[config.mk]
export PLATFORM = sky130hd
export DESIGN_NAME = cdce_link_arbiter
export DESIGN_NICKNAME = d
export VERILOG_FILES = /design/src/rtl/cdce_link_pkg.sv /design/src/rtl/cdce_link_arbiter_rr_arbiter.sv /design/src/rtl/cdce_link_arbiter.sv
export SDC_FILE = /design/constraint.sdc
export NUM_CORES = 1
export LEC_CHECK = 0
export ABC_AREA = 1
export BUFFER_PORTS_ARGS = -buffer_cell sky130_fd_sc_hd__buf_2
export CORE_ASPECT_RATIO = 0.9
export CORE_MARGIN = 5
export CORE_UTILIZATION = 45
export DETAILED_ROUTE_END_ITERATION = 8
export GPL_TIMING_DRIVEN = 0
export PLACE_DENSITY = 0.72
export SLEW_MARGIN = 15
export SYNTH_ARGS = -nofsm -noshare
export SYNTH_HDL_FRONTEND = slang
export SYNTH_HIERARCHICAL = 1
export SYNTH_SLANG_ARGS = --single-unit
[constraint.sdc]
create_clock -name clk -period 4.2 [get_ports clk]
set_input_delay 0.63 -clock clk [delete_from_list [all_inputs] [get_ports clk]]
set_output_delay 0.63 -clock clk [all_outputs]
set_load 0.1 [all_outputs]
[src/rtl/cdce_link_pkg.sv]
// Shared definitions for the CDCE link arbiter and related shared-bus controllers.
// Holds the arbiter state encoding, the default word width and a constant clog2 helper.
package cdce_link_pkg;

   localparam int unsigned DefaultDataWidth = 32;

   typedef enum logic [1:0] {
      StIdle,
      StLaunch,
      StWait,
      StGap
   } link_state_e;

   function automatic int unsigned clog2(input int unsigned value);
      int unsigned res;
      res = 0;
      for (int unsigned i = 0; i < 32; i++) begin
         if ((64'd1 << res) < 64'(value)) begin
            res = res + 1;
         end
      end
      return res;
   endfunction

endpackage

[src/rtl/cdce_link_arbiter_rr_arbiter.sv]
// Combinational round-robin pick: first eligible index at or after ptr_i, wrapping.
// Shared by the CDCE link arbiter and other shared-bus controllers.
module rr_arbiter #(
   parameter int unsigned NUM_REQ = 2,
   parameter int unsigned IDX_W   = 1
) (
   input  logic [NUM_REQ-1:0] eligible_i,
   input  logic [IDX_W-1:0]   ptr_i,
   output logic               valid_o,
   output logic [IDX_W-1:0]   idx_o
);

   // Walk from the farthest candidate back to ptr_i so the nearest one wins.
   always_comb begin
      valid_o = 1'b0;
      idx_o   = '0;
      for (int k = NUM_REQ - 1; k >= 0; k--) begin
         if (eligible_i[(int'(ptr_i) + k) % NUM_REQ]) begin
            valid_o = 1'b1;
            idx_o   = IDX_W'((int'(ptr_i) + k) % NUM_REQ);
         end
      end
   end

endmodule

[src/rtl/cdce_link_arbiter.sv]
// Shares one CDCE serial write engine between NUM_REQ requesters with round-robin
// arbitration, an optional configuration lock, an inter-word gap and a transaction watchdog.
module cdce_link_arbiter
   import cdce_link_pkg::*;
#(
   parameter int unsigned NUM_REQ        = 2,
   parameter int unsigned DATA_WIDTH     = DefaultDataWidth,
   parameter int unsigned GAP_CYCLES     = 4,
   parameter int unsigned TIMEOUT_CYCLES = 1024,
   parameter int unsigned CONFIG_LOCK    = 1
) (
   input  logic                            clk,
   input  logic                            reset,
   input  logic                            config_done,
   input  logic [NUM_REQ-1:0]              req,
   input  logic [NUM_REQ*DATA_WIDTH-1:0]   req_data,
   output logic [NUM_REQ-1:0]              ack,
   output logic [NUM_REQ-1:0]              err,
   output logic                            serial_start,
   output logic [DATA_WIDTH-1:0]           serial_data,
   input  logic                            serial_done,
   output logic                            busy,
   output logic [clog2(NUM_REQ)-1:0]       grant_id
);

   localparam int unsigned IdxW = clog2(NUM_REQ);
   localparam int unsigned ToW  = clog2(TIMEOUT_CYCLES) + 1;
   localparam logic [ToW-1:0] ToLast  = ToW'(TIMEOUT_CYCLES - 2);
   localparam logic [ToW-1:0] ToMax   = '1;
   localparam logic [7:0]     GapLast = 8'(GAP_CYCLES);

   link_state_e           state_q, state_d;
   logic [IdxW-1:0]       grant_q, grant_d;
   logic [IdxW-1:0]       ptr_q, ptr_d;
   logic [DATA_WIDTH-1:0] data_q, data_d;
   logic [ToW-1:0]        to_cnt_q, to_cnt_d;
   logic [7:0]            gap_cnt_q, gap_cnt_d;
   logic [NUM_REQ-1:0]    ack_q, ack_d;
   logic [NUM_REQ-1:0]    err_q, err_d;

   logic [NUM_REQ-1:0]    eligible;
   logic                  pick_valid;
   logic [IdxW-1:0]       pick_idx;
   logic [IdxW-1:0]       ptr_next;

   always_comb begin
      eligible = req;
      if ((CONFIG_LOCK != 0) && !config_done) begin
         eligible = req & NUM_REQ'(1);
      end
   end

   rr_arbiter #(
      .NUM_REQ (NUM_REQ),
      .IDX_W   (IdxW)
   ) u_rr_arbiter (
      .eligible_i (eligible),
      .ptr_i      (ptr_q),
      .valid_o    (pick_valid),
      .idx_o      (pick_idx)
   );

   assign ptr_next = (grant_q == IdxW'(NUM_REQ - 1)) ? '0 : grant_q + 1'b1;

   always_comb begin
      state_d   = state_q;
      grant_d   = grant_q;
      ptr_d     = ptr_q;
      data_d    = data_q;
      to_cnt_d  = to_cnt_q;
      gap_cnt_d = gap_cnt_q;
      ack_d     = '0;
      err_d     = '0;
      unique case (state_q)
         StIdle: begin
            if (pick_valid) begin
               grant_d = pick_idx;
               data_d  = req_data[int'(pick_idx)*DATA_WIDTH +: DATA_WIDTH];
               state_d = StLaunch;
            end
         end
         StLaunch: begin
            to_cnt_d = '0;
            state_d  = StWait;
         end
         StWait: begin
            if (to_cnt_q != ToMax) begin
               to_cnt_d = to_cnt_q + 1'b1;
            end
            // Completion takes precedence over a watchdog expiring in the same cycle.
            if (serial_done) begin
               ack_d[grant_q] = 1'b1;
               ptr_d          = ptr_next;
               gap_cnt_d      = '0;
               state_d        = StGap;
            end else if (to_cnt_q >= ToLast) begin
               err_d[grant_q] = 1'b1;
               ptr_d          = ptr_next;
               gap_cnt_d      = '0;
               state_d        = StGap;
            end
         end
         StGap: begin
            if (gap_cnt_q >= GapLast) begin
               state_d = StIdle;
            end else if (gap_cnt_q != 8'hFF) begin
               gap_cnt_d = gap_cnt_q + 1'b1;
            end
         end
         default: state_d = StIdle;
      endcase
   end

   always_ff @(posedge clk or posedge reset) begin
      if (reset) begin
         state_q   <= StIdle;
         grant_q   <= '0;
         ptr_q     <= '0;
         data_q    <= '0;
         to_cnt_q  <= '0;
         gap_cnt_q <= '0;
         ack_q     <= '0;
         err_q     <= '0;
      end else begin
         state_q   <= state_d;
         grant_q   <= grant_d;
         ptr_q     <= ptr_d;
         data_q    <= data_d;
         to_cnt_q  <= to_cnt_d;
         gap_cnt_q <= gap_cnt_d;
         ack_q     <= ack_d;
         err_q     <= err_d;
      end
   end

   assign serial_start = (state_q == StLaunch);
   assign busy         = (state_q != StIdle);
   assign serial_data  = data_q;
   assign grant_id     = grant_q;
   assign ack          = ack_q;
   assign err          = err_q;

endmodule
==> results.cfg, run 1 <==
[status]
outcome = finished, final reports clean

[die]
fp.dieH_um = 86.8
fp.dieArea_um2 = 8270
rows = 28
initial_utilization_pct = 45.4
core_um2 = 6480
die_w_um = 95.3
ios = 109

[timing]
finClkSkew_ns = 0.00647
fin_tns_setup_ns = 0
slew_violations = 0
setup_viol_count_final = 0
fin_crit_ns = 2.18
timing.fmax_mhz = 459
fin_crit_sh_pct = 51.9
hold_viol = 0
tightest_slew_ns = 0.700
rsz0062_at_grt = no
slew_headroom_pct = 53.3

[grt]
grt_pass1_wl_um = 11800
antenna_found_initial = 0
grt_overflow = 0
grt.total_usage_pct = 18.2
grt_start_max_net_pins = 60
grt_pass1_vias = 2670

[clock_network]
ctsHtreeMaxLevel = 3
cts_tree = yes
cts-root-buf = clkbuf_8
ctsHoldBuffers = 0
clock_path_buffers = 2
tritoncts_num_sinks = 59
path_clk_slew_ns = 0.06
cts_buffers = 9
cts_resized = 0
post-cts-setup-buffers = 0
worstSkewPairLatency_ns = 0.33

[worst_setup_path]
path_class = flop to output pin
timing.rr.start = state_q[0]$_DFFE_PP0P_
endpoint_kind = output pin
r2r_cells = 8
cpMostUsedCell = inv_1
slowest_delay_ns = 0.42
crit_slowest_cell = buf_2
cp.required_ns = 3.57
startpoint = state_q[0]$_DFFE_PP0P_
cp-start-kind = flop
critPathArrivalTime_ns = 1.55
worstPathMaxFanout = 4
crit_chain = inv_1 -> ha_1 -> inv_1 -> buf_2

[cells_and_area]
nFillCells = 578
multi_input_area_um2 = 1270
regArea_um2 = 1480
synthToLayoutAreaGrowth_pct = 28.5
fin_nets = 554
layout-drive-gt1-share_pct = 30.3
diodes = 0

[synthesis]
netlist.area_leader.share_pct = 50.1
ys_seq_area_share_pct = 50.1
synth_fp_nets = 435
synthTopCellsByArea = dfrtp_1, a21oi_1, nand2_1, nor2_1, ha_1
synth_area_um2 = 2950
ys_ff_latch = 59
avgSynthCellArea_um2 = 8.27
synth_cell_type_count = 31
synth-edff-count = 0
synth-main-ff-cell = dfrtp_1
synth_commonest_cells = nand2_1, a21oi_1, dfrtp_1, nor2_1, inv_1
yosysWarningCount = 6
netlist_instances = 356
yosys.area.top_type = dfrtp_1
async_flop_share_pct = 100
post-synth-top-count-cell = nand2_1

[place]
dp_hpwl_um = 5490
io_buffers = 108
gp_congestion = 0.825

[routing]
routed_wl_um = 7270
wl_per_cell_um = 12.8
first_pass_iters = 4
avgViaCountPerCell = 4.86
vias = 2763
first_iter_violations = 155
drc = 0
ant_nets = 0

[flow_run]
max_cap_viol_count = 0

[min_path]
hp-class = primary input to asynchronous set/reset pin
==> metrics by stage <==
stage | worst slack (ns) | hold slack [ns] | instances | area [um2] | util, %
final | 2.02 | 0.416 | 569 | 3780 | 58.4
after global routing | 1.93 | 0.478 | 569 | 3780 | 58.4
after CTS | 2.00 | 0.451 | 569 | 3780 | 58.4
after detailed placement | 2.16 | 0.466 | 554 | 3600 | 55.6
after global placement | 1.36 | 0.462 | 554 | 3600 | 55.5
after floorplan | 2.11 | 0.442 | 356 | 2950 | -
==> final timing paths <==
| path | slack (ns) | end |
|---|---|---|
| setup / recovery | 2.02 | busy |
| hold / removal | 0.42 | err[1]$_DFF_PP0_ |
| setup reg to reg | 2.49 | gap_cnt_q[4]$_DFFE_PP0P_ |
| hold reg to reg | 0.48 | ptr_q$_DFFE_PP0P_ |
| max in group asynchronous | 3.32 | serial_data[9]$_DFFE_PP0P_ |
| min in group clk | 0.48 | ptr_q$_DFFE_PP0P_ |
==> cells by family (layout without fill, tap and decap cells) <==
logic type                 Yosys count  after routing  synth area share [%]
and+or+nand+nor                    152            152                  22.4
AOI/OAI and AO/OA                   84             84                  15.2
DFF                                 59             59                  50.1
buffers and inverters               46            169                  6.67
adders and majority gates            9              9                  3.82
xor gates and xnor gates             6              6                  1.78
==> cell usage in the layout, fill, tap and decap left out <==
cell type   instances
nor3_1              3
buf_4               1
or2_1               1
nor2_4              2
nand3_1            14
nand2_4             2
inv_4               1
buf_6               1
clkbuf_8            9
o22ai_1             2
clkinv_2            2
bufinv_16           1
nand4_2             1
nand3_2             2
clkinv_4            1
o22ai_2             1
o22a_1              1
inv_1              28
dfrtp_1            59
clkinvlp_4          2
o21ai_1             8
buf_2             114
clkbuf_1            8
xnor2_1             1
ha_1                9
nand4_1             2
a21oi_1            65
a21boi_0            3
nor2_1             41
nor2_2              2
nand2_1            80
xor2_1              5
inv_2               1
o21ai_0             2
or2_2               2
a21boi_1            2
==> state kept, by name, summed over array words and instances, names as in the netlist <==
register     count
ack              2
err              2
gap_cnt_q        8
grant_id         1
ptr_q            1
serial_data     32
state_q          2
to_cnt_q        11
==> area by class of cell <==
type,instances,area share (%)
sequential,59,39.0
multi-input combinational,251,33.6
timing repair buffer,108,14.3
clock buffer,10,3.37
inverter,31,3.27
tap,90,2.98
buffer,15,1.98
clock inverter,5,1.46
==> layer usage <==
layer / vias up / share of wire (%) / global-route usage, %
li1: 1383 / - / -
met1: 1289 / 43 / 24.4
met2: 79 / 49 / 28.6
met3: 12 / 6.0 / 4.77
met4: 0 / 1.5 / 6.55
met5: - / 0 / 0
==> critical path: cells and delay by family, from the launching register on <==
| family | cells | cell delay [ns] |
|---|---|---|
| DFF | 1 | 0.41 |
| adders and majority gates | 1 | 0.22 |
| buffers and inverters | 3 | 0.59 |
Power of run 1 is left out: the tool's default activity adds up to more than one toggle a clock period on the data nets, which glitch-free logic cannot reach.
==> inputs of run 2 (changes only) <==
--- a/config.mk
+++ b/config.mk
@@ -5,14 +5,14 @@
 export SDC_FILE = /design/constraint.sdc
 export NUM_CORES = 1
 export LEC_CHECK = 0
-export ABC_AREA = 1
+export ABC_AREA = 0
 export BUFFER_PORTS_ARGS = -buffer_cell sky130_fd_sc_hd__buf_2
 export CORE_ASPECT_RATIO = 0.9
 export CORE_MARGIN = 5
-export CORE_UTILIZATION = 45
+export CORE_UTILIZATION = 44
 export DETAILED_ROUTE_END_ITERATION = 8
 export GPL_TIMING_DRIVEN = 0
-export PLACE_DENSITY = 0.72
+export PLACE_DENSITY = 0.74
 export SLEW_MARGIN = 15
 export SYNTH_ARGS = -nofsm -noshare
 export SYNTH_HDL_FRONTEND = slang
==> constraint.sdc (replaced) <==
create_clock -name clk -period 2 [get_ports clk]
set_input_delay 0.3 -clock clk [delete_from_list [all_inputs] [get_ports clk]]
set_output_delay 0.3 -clock clk [all_outputs]
set_load 0.1 [all_outputs]
==> results.cfg, run 2 <==
[grt]
grt_start_max_net_pins = 60
grt_overflow = 0
grt_pass1_wl_um = 11100
grt.total_usage_pct = 17.2
grt_pass1_vias = 2447
antenna_found_initial = 0

[clock_network]
tritoncts_num_sinks = 59
worstSkewPairLatency_ns = 0.33
path_clk_slew_ns = 0.06
cts_tree = yes
cts_buffers = 9
clock_path_buffers = 2
cts-root-buf = clkbuf_8
post-cts-setup-buffers = 0
ctsHoldBuffers = 0
ctsHtreeMaxLevel = 3

[worst_setup_path]
path_class = flop to output pin
endpoint_kind = output pin
cp-start-kind = flop
worstPathMaxFanout = 4
cp.required_ns = 1.70
r2r_cells = 6
critPathArrivalTime_ns = 1.56
ff2ff_setup_slack_ns = 0.18
timing.rr.start = state_q[0]$_DFFE_PP0P_
r2r_end = to_cnt_q[9]$_DFFE_PP0P_
startpoint = state_q[0]$_DFFE_PP0P_

[place]
gp_congestion = 0.863
io_buffers = 108
dp_hpwl_um = 5160

[synthesis]
synthMuxAreaShare_pct = 14.0
synth_simple_gate_area_share_pct = 14.8
avgSynthCellArea_um2 = 10.3
synth-adder-area-share_pct = 3.88
async_flop_share_pct = 100
synth-edff-count = 0
synth-main-ff-cell = dfrtp_1
synth_xor_area_share_pct = 0
netlist.area_leader.share_pct = 50.9
ys_seq_area_share_pct = 50.9
netlist_instances = 281
yosysWarningCount = 6
synth_compound_area_share_pct = 13.0
synthTopCellsByArea = dfrtp_1, mux2i_1, a21oi_1, nor2_1, ha_1
synth_top_family_by_area = simple AND/OR/NAND/NOR gates
synth_area_um2 = 2900
synth_cell_type_count = 40
ys_ff_latch = 59
post-synth-top-count-cell = dfrtp_1
synth_fp_nets = 360
synth_commonest_cells = dfrtp_1, nor2_1, mux2i_1, a21oi_1, nand2_1
yosys.area.top_type = dfrtp_1

[timing]
timing.fmax_mhz = 538
fin_tns_setup_ns = 0
hold_viol = 0
setup_viol_count_final = 0
slew_headroom_pct = 52.8
fin_crit_ns = 1.86
slew_violations = 0
tightest_slew_ns = 0.708
finClkSkew_ns = 0.00825
fin_crit_sh_pct = 92.9
rsz0062_at_grt = no

[die]
ios = 109
fp.dieH_um = 87.0
rows = 28
fp.dieArea_um2 = 8320
core_um2 = 6480
initial_utilization_pct = 44.7
die_w_um = 95.6

[cells_and_area]
regArea_um2 = 1480
mostFrequentLayoutCell = buf_2
final_cell_mix = buf_2, dfrtp_1, nor2_1
nFillCells = 562
synthToLayoutAreaGrowth_pct = 30.1
diodes = 0
fin_nets = 478
multi_input_area_um2 = 1340
layout-drive-gt1-share_pct = 35.1
largest_register_ff_count = 32

[flow_run]
max_cap_viol_count = 0

[routing]
drc = 0
vias = 2478
ant_nets = 0
first_pass_iters = 4
first_iter_violations = 130
avgViaCountPerCell = 5.02
wl_per_cell_um = 14.0
routed_wl_um = 6910

[min_path]
hp-class = primary input to asynchronous set/reset pin

[status]
outcome = finished, final reports clean
run 2: cells by family after synthesis:
logic type,count (synthesis)
buf+inv,25
mux,40
fa+ha+maj,9
compound gates,59
simple gates,89
flops,59
run 2: worst max-delay path by stage:
stage,end,slack (ns),cells after the start
after detailed placement,state_q[1]$_DFFE_PP0P_,-0.08,7
after global placement,serial_data[21]$_DFFE_PP0P_,-0.46,2
after global routing,to_cnt_q[9]$_DFFE_PP0P_,0.02,6
final,busy,0.14,4
after floorplan,state_q[1]$_DFFE_PP0P_,0.1,5
after CTS,serial_data[12]$_DFFE_PP0P_,0.03,7
run 2: repair_timing:
item	CTS	global route
cloned	0	0
endpoints found under the setup margin	3	35
resized for setup	1	10
run 2: layout make-up:
cell class	count	share of cell area [%]
Buffer	12	1.49
Clock buffer	12	4.11
Clock inverter	4	1.29
Inverter	12	1.26
Multi-Input combinational cell	197	35.4
Sequential cell	59	39.1
Tap cell	90	2.98
Timing Repair Buffer	108	14.3
run 2: worst max-delay path: stages (launching register included):
cell and delay, ns:
dfrtp_1 0.38, inv_1 0.10, ha_1 0.21, inv_1 0.10
buf_2 0.44
run 2: routing by layer:
| layer | track usage [%] | vias up | routed length, um |
|---|---|---|---|
| met5 | 0 | - | 0 |
| met3 | 5.96 | 4 | 529 |
| met2 | 27.9 | 80 | 3300 |
| met4 | 5.81 | 0 | 51 |
| met1 | 21.3 | 1169 | 3030 |
| li1 | - | 1225 | - |
run 2: stage by stage:
stage                     cells  utilization (%)  area (um2)  hold slack, ns  setup slack (ns)
after CTS                   494             58.1        3760           0.108            0.0277
after floorplan             281                -        2900           0.370            0.0970
after global placement      479             54.9        3560           0.474            -0.460
after global routing        494             58.2        3770           0.138            0.0250
final                       494             58.2        3770          0.0889             0.141
after detailed placement    479             54.9        3560           0.477           -0.0753
Power of run 2 is left out for the same reason.
